**src/rtl/dbg_scan_master.sv**
```systemverilog
// Debug bus scan initiator: walks chk_addr from a base address, waits SETTLE
// cycles per address, and streams {address, data} beats through valid/ready.
module dbg_scan_master #(
  parameter int SETTLE = 1
) (
  input  logic        clk,
  input  logic        rst,
  input  logic        cmd_valid,
  output logic        cmd_ready,
  input  logic [15:0] cmd_base,
  input  logic [15:0] cmd_count,
  input  logic        abort,
  output logic [15:0] chk_addr,
  input  logic [31:0] chk_data,
  input  logic [31:0] chk_pc,
  output logic [31:0] snap_pc,
  output logic        out_valid,
  input  logic        out_ready,
  output logic [15:0] out_addr,
  output logic [31:0] out_data,
  output logic        out_last,
  output logic        busy,
  output logic        done
);

  localparam logic [1:0] S_IDLE = 2'd0;
  localparam logic [1:0] S_WAIT = 2'd1;
  localparam logic [1:0] S_OUT  = 2'd2;

  localparam logic [3:0] SETTLE_RELOAD = 4'(SETTLE - 1);

  logic [1:0]  state;
  logic [15:0] remaining;
  logic [3:0]  settle_cnt;

  assign cmd_ready = (state == S_IDLE);

  always_ff @(posedge clk or posedge rst) begin
    if (rst) begin
      state      <= S_IDLE;
      remaining  <= '0;
      settle_cnt <= '0;
      chk_addr   <= '0;
      snap_pc    <= '0;
      out_valid  <= 1'b0;
      out_addr   <= '0;
      out_data   <= '0;
      out_last   <= 1'b0;
      busy       <= 1'b0;
      done       <= 1'b0;
    end else begin
      done <= 1'b0;
      case (state)
        S_IDLE: begin
          // abort is deliberately not consulted here; a command is always taken
          if (cmd_valid) begin
            snap_pc <= chk_pc;
            if (cmd_count == 16'd0) begin
              done <= 1'b1;
            end else begin
              chk_addr   <= cmd_base;
              remaining  <= cmd_count;
              settle_cnt <= SETTLE_RELOAD;
              busy       <= 1'b1;
              state      <= S_WAIT;
            end
          end
        end

        S_WAIT: begin
          if (abort) begin
            out_valid <= 1'b0;
            out_last  <= 1'b0;
            busy      <= 1'b0;
            state     <= S_IDLE;
          end else if (settle_cnt != 4'd0) begin
            settle_cnt <= settle_cnt - 4'd1;
          end else begin
            out_data  <= chk_data;
            out_addr  <= chk_addr;
            out_last  <= (remaining == 16'd1);
            out_valid <= 1'b1;
            state     <= S_OUT;
          end
        end

        S_OUT: begin
          if (abort) begin
            out_valid <= 1'b0;
            out_last  <= 1'b0;
            busy      <= 1'b0;
            state     <= S_IDLE;
          end else if (out_ready) begin
            out_valid <= 1'b0;
            if (out_last) begin
              done  <= 1'b1;
              busy  <= 1'b0;
              state <= S_IDLE;
            end else begin
              chk_addr   <= chk_addr + 16'd1;
              remaining  <= remaining - 16'd1;
              settle_cnt <= SETTLE_RELOAD;
              state      <= S_WAIT;
            end
          end
        end

        default: begin
          out_valid <= 1'b0;
          out_last  <= 1'b0;
          busy      <= 1'b0;
          state     <= S_IDLE;
        end
      endcase
    end
  end

endmodule

```
**config.mk**
```make
export PLATFORM = sky130hd
export DESIGN_NAME = dbg_scan_master
export DESIGN_NICKNAME = d
export VERILOG_FILES = /design/src/rtl/dbg_scan_master.sv
export SDC_FILE = /design/constraint.sdc
export NUM_CORES = 1
export LEC_CHECK = 0
export BUFFER_PORTS_ARGS = -buffer_cell sky130_fd_sc_hd__buf_2
export CAP_MARGIN = 5
export CORE_AREA = 8 8 117 119
export CTS_BUF_LIST = sky130_fd_sc_hd__clkbuf_8 sky130_fd_sc_hd__clkbuf_16
export DETAILED_ROUTE_END_ITERATION = 10
export DIE_AREA = 0 0 125 127
export PLACE_DENSITY = 0.79
export RECOVER_POWER = 100
export SLEW_MARGIN = 10
export SYNTH_ARGS = -nofsm -noshare
export SYNTH_HDL_FRONTEND = slang
export SYNTH_SLANG_ARGS = --single-unit
export TNS_END_PERCENT = 50
```
**constraint.sdc**
```tcl
create_clock -name clk -period 5.3 [get_ports clk]
set_input_delay 1.06 -clock clk [delete_from_list [all_inputs] [get_ports clk]]
set_output_delay 1.06 -clock clk [all_outputs]
set_load 0.01 [all_outputs]
```
# == After elaboration in Yosys (flattened, before gate mapping) ==
# Index checks and enable logic that the tools add are counted.
# word_totals
latchBits,0
ff_bits,122
input_bits,101
mem_count,0
ram_bits,0
romBits,0
# classes
n_shift,0
n_eq_ne,15
add_sub_neg,3
mux,49
bitwise,3
magnitude_cmp,0
div_mod_pow,0
reduce_logical,13
n_mul,0
# op_table
cell,count
16-bit 2-to-1 mux,10
16-bit case mux with 2 select lines,2
4-bit 2-to-1 mux,7
1-bit 2-to-1 mux,18
2-bit inequality test (second input constant),9
16-bit by 1-bit adder with 16-bit output (second input constant),1
16-bit by 1-bit equality test with 1-bit output (second input constant),1
16-bit logical NOT,1
16-bit by 1-bit subtractor with 16-bit output (second input constant),1
2-bit 2-to-1 mux,6
4-bit case mux with 3 select lines,1
3-bit inequality test (second input constant),3
1-bit case mux with 3 select lines,3
3-bit AND reduction,3
8-bit AND reduction,1
2-bit case mux with 3 select lines,1
6-bit AND reduction,1
5-bit AND reduction,1
4-bit AND reduction,1
4-bit nonzero test,1
4-bit by 1-bit subtractor with 4-bit output (second input constant),1
1-bit inverter,3
3-bit nonzero test,1
2-bit by 1-bit equality test with 1-bit output (second input constant),1
5 further kinds,5

# == Longest topological paths before layout ==
# logic_depth
word_depth,5
mapped_depth,7
ltp_nobuf,6

# == Worst setup path before layout ==
# No wires, ideal clock.
# synth_timing
kind,input to register
startpoint,in cmd_count[11]
endpoint,reg remaining[7]
n_path_buf,1
path_stages,5
slack_ps,2978
arrival_time_ps,2174
cell_sequence,nor4_1 -> nand4_1 -> a21oi_2 -> buf_4 -> o221ai_1
# synth_via
elab_chain_len,3
# synth_rtl
element,line,text
start: declaration,11,"input logic [15:0] cmd_count,"
16-bit logical NOT,58,if (cmd_count == 16'd0) begin
2-bit inequality test (no line),n/a,
6-bit AND reduction (no line),n/a,
end signal: assignment,62,remaining <= cmd_count;
end signal: assignment,101,remaining <= remaining - 16'd1;
end: declaration,33,logic [15:0] remaining;
# Every way passes these cells.
# A chain may end at the register's enable or synchronous reset.

# == Final worst setup path ==
# layout_timing
startpoint,in cmd_count[11]
endpoint,reg chk_addr[8]
# layout_via
elab_chain_len,3
# layout_rtl
element,line,text
16-bit logical NOT,58,
2-bit inequality test (no line),n/a,
6-bit AND reduction (no line),n/a,
end signal: assignment,61,chk_addr <= cmd_base;
end signal: assignment,100,chk_addr <= chk_addr + 16'd1;
end: declaration,13,"output logic [15:0] chk_addr,"
# Every way passes these cells.

==> flow_summary.ini <==
[sta]
fin_ws_ns = 1.55
fin_crit_sh = 0.707
period_needed_ns = 3.75
grt_setup_unrepaired = false
clock.fmax_mhz = 267
drv_slew = 152
finalClockSkew_ns = 0.00898
hold_viol_final = 0
whs_ns = 0.474
slew-limit-headroom = -1.28
setup_viol = 0
tightest_slew_ns = 3.40
fin_setup_tns_ns = 0

[floorplan]
die_h_um = 127
fp.coreArea_sq_mm = 0.0118
dieArea_sq_mm = 0.0159
fp-row-count = 40
die_w_um = 125
initial_core_util = 0.488
top_level_ports = 202

[power_and_ir_drop]
p_leak_nw = 3.32
worst_ir_drop_vdd_mv = 0.242
power.density_mw_per_mm2 = 642
p_int_mw = 2.79
switchingPower_mw = 1.88
p_seq_frac = 0.388
power_frac_clock = 0.239
p_sw_frac = 0.402
comb_power_share = 0.373

[worst_setup_path]
required_ns = 5.50
critPathMaxStageDelay_ns = 1.55
r2r_cells = 3
crit_buf_inv = 1
crit_arrival_ns = 3.95
crit_fanout = 21
reg2reg_from = state[0]
crit_chain = clkbuf_1, nor4_1, nand4_1, a21oi_1, o221ai_1
reg2reg_slack_ns = 1.85
startpoint_type = input pin
crit_path_top_delay_cell = a21oi_1
worstSetupEndpointType = flop
critical-path-top-delay-family = compound AO/OA/AOI/OAI gates
r2r_end = out_data[9]
path_class = input pin to flop

[layout]
drive_gt1_frac = 0.256
final_cell_mix = nand2_1, dfrtp_1, clkbuf_1
n_antenna_cell = 0
final_cells = 909
nets = 855
areaGrowthSynthToFinish_pct = 26.3
final_common_cell = nand2_1
final_core_util = 0.616

[global_route]
antenna_found_initial = 0
first_global_vias = 5409
grt_usage = 0.213
grt_max_degree = 78
grt.overflow.total = 0
grt_pass1_wl_mm = 27.5

[place]
gp_congestion = 0.852
post-dp-hpwl_mm = 12.3
numPortBuffers = 201
place_inst = 877
dp_slack_ns = 1.75

[status]
run_status = complete, but fails checks
violations = max-capacitance violations, max-slew violations

[yosys]
synth_edf_count = 0
ys_ff_latch = 122
synthDistinctLibCells = 60
ys_async_sr_fraction = 1.00
syn_area_sq_mm = 0.00576
avgSynthCellArea_sq_um = 10.3
synthesis.nets = 663
synth_ff_type = dfrtp_1
yosysWarnings = 0
synthCells = 557
ys_seq_area_frac = 0.530

[routing]
drc_errors = 0
wirelength_mm = 17.3
wl_per_cell_um = 19.0
vias_per_cell = 5.79
first_iter_violations = 530
drtPass1Iterations = 7
drtAntennaViolNets = 0
num_vias = 5267

[clock_network]
post_cts_buffers = 0
clockRootBuffer = clkbuf_16
clock-sinks = 122
cts-htree-levels = 4
tritoncts = yes
numCtsBuffers = 17
cts_resized = 0
clk_latency_ns = 0.41
clock_path_buffers = 2
clk_pin_slew_ns = 0.05
cts_hold_buf = 0

[min_path]
holdCritPathClass = flop to flop
holdPathStages = 2
hold_path_startpoint = snap_pc[27]
min_to = snap_pc[27]

[job]
maxCapViolCount = 4
[Yosys cell counts, types with 3 or more instances]
| cell type | n | share of area |
|---|---|---|
| nand2_1 | 141 | 0.092 |
| dfrtp_1 | 122 | 0.53 |
| mux2_2 | 47 | 0.092 |
| nor2_1 | 21 | 0.014 |
| nand3_1 | 18 | 0.016 |
| o221ai_1 | 16 | 0.024 |
| buf_2 | 14 | 0.012 |
| nor3_1 | 13 | 0.011 |
| o21ai_0 | 11 | 0.0096 |
| buf_1 | 10 | 0.0065 |
| a31oi_1 | 9 | 0.0098 |
| inv_1 | 9 | 0.0059 |
| nand4_1 | 9 | 0.0098 |
| clkbuf_1 | 8 | 0.0052 |
| a21oi_1 | 7 | 0.0061 |
| nor4_1 | 7 | 0.0076 |
| o31a_1 | 7 | 0.011 |
| o211ai_1 | 6 | 0.0078 |
| o221a_2 | 6 | 0.012 |
| a221oi_1 | 5 | 0.0076 |
| and3_1 | 5 | 0.0054 |
| ha_1 | 5 | 0.011 |
| nand3b_1 | 5 | 0.0065 |
| and4_1 | 4 | 0.0061 |
| nor3b_1 | 4 | 0.0052 |
| a211oi_1 | 3 | 0.0039 |
| and2_1 | 3 | 0.0033 |
| o41a_1 | 3 | 0.0059 |
[kinds of logic after synthesis]
group	after synthesis	synth area share
AO/OA/AOI/OAI	91	0.124
XOR/XNOR	2	0.00304
adder cells (fa/ha/maj)	5	0.0109
buffers and inverters	44	0.0343
flip-flops	122	0.530
multiplexers	48	0.0936
AND/OR/NAND/NOR	245	0.204
[area by class of cell]
cell class / count / area, sq um
Multi-Input combinational cell: 391 / 2490
Timing Repair Buffer: 208 / 926
Tap cell: 147 / 184
Fill cell: 1046 / 4540
Inverter: 9 / 35.0
Sequential cell: 122 / 3050
Clock buffer: 20 / 467
Clock inverter: 12 / 115
[per-stage QoR]
stage,power [mW],area (sq um)
floorplan,2.89,5760
global placement,3.55,6840
detailed placement,3.65,6840
CTS,4.78,7420
global route,4.96,7270
finish,4.67,7270
[power groups by stage]
stage          combinational (mW)  sequential [mW]  clock (mW)
4_1_cts                      1.86             1.79        1.13
2_1_floorplan                1.02             1.87           0
6_report                     1.74             1.81        1.12
5_1_grt                      1.92             1.87        1.17
3_5_place_dp                 1.85             1.79           0
3_3_place_gp                 1.79             1.76           0
[tightest hold or removal path, stage by stage (launching register included)]
cell and delay, ns:
dfrtp_1 0.34, nand2_1 0.05, nand2_1 0.06
[layer usage]
metal | global-route usage | wire length [um] | vias to the layer above
li1 | - | - | 2405
met1 | 0.253 | 6930 | 2559
met2 | 0.346 | 8400 | 261
met3 | 0.0682 | 1450 | 42
met4 | 0.100 | 471 | 0
met5 | 0 | 0 | -
[worst max path at each step]
stage / depth (start not counted) / from / endpoint
2_1_floorplan: 1 / rst / busy
5_1_grt: 5 / cmd_count[11] / chk_addr[8]
4_1_cts: 5 / cmd_count[11] / remaining[7]
3_5_place_dp: 5 / cmd_count[11] / remaining[7]
3_3_place_gp: 5 / cmd_count[11] / chk_addr[7]
6_report: 5 / cmd_count[11] / chk_addr[8]
[flip-flops by register name, summed over array words and instances (netlist names)]
register / cells
snap_pc: 32
out_last: 1
done: 1
out_addr: 16
busy: 1
remaining: 16
out_valid: 1
settle_cnt: 4
chk_addr: 16
out_data: 32
state: 2
Power figures use the tool's default switching activity.
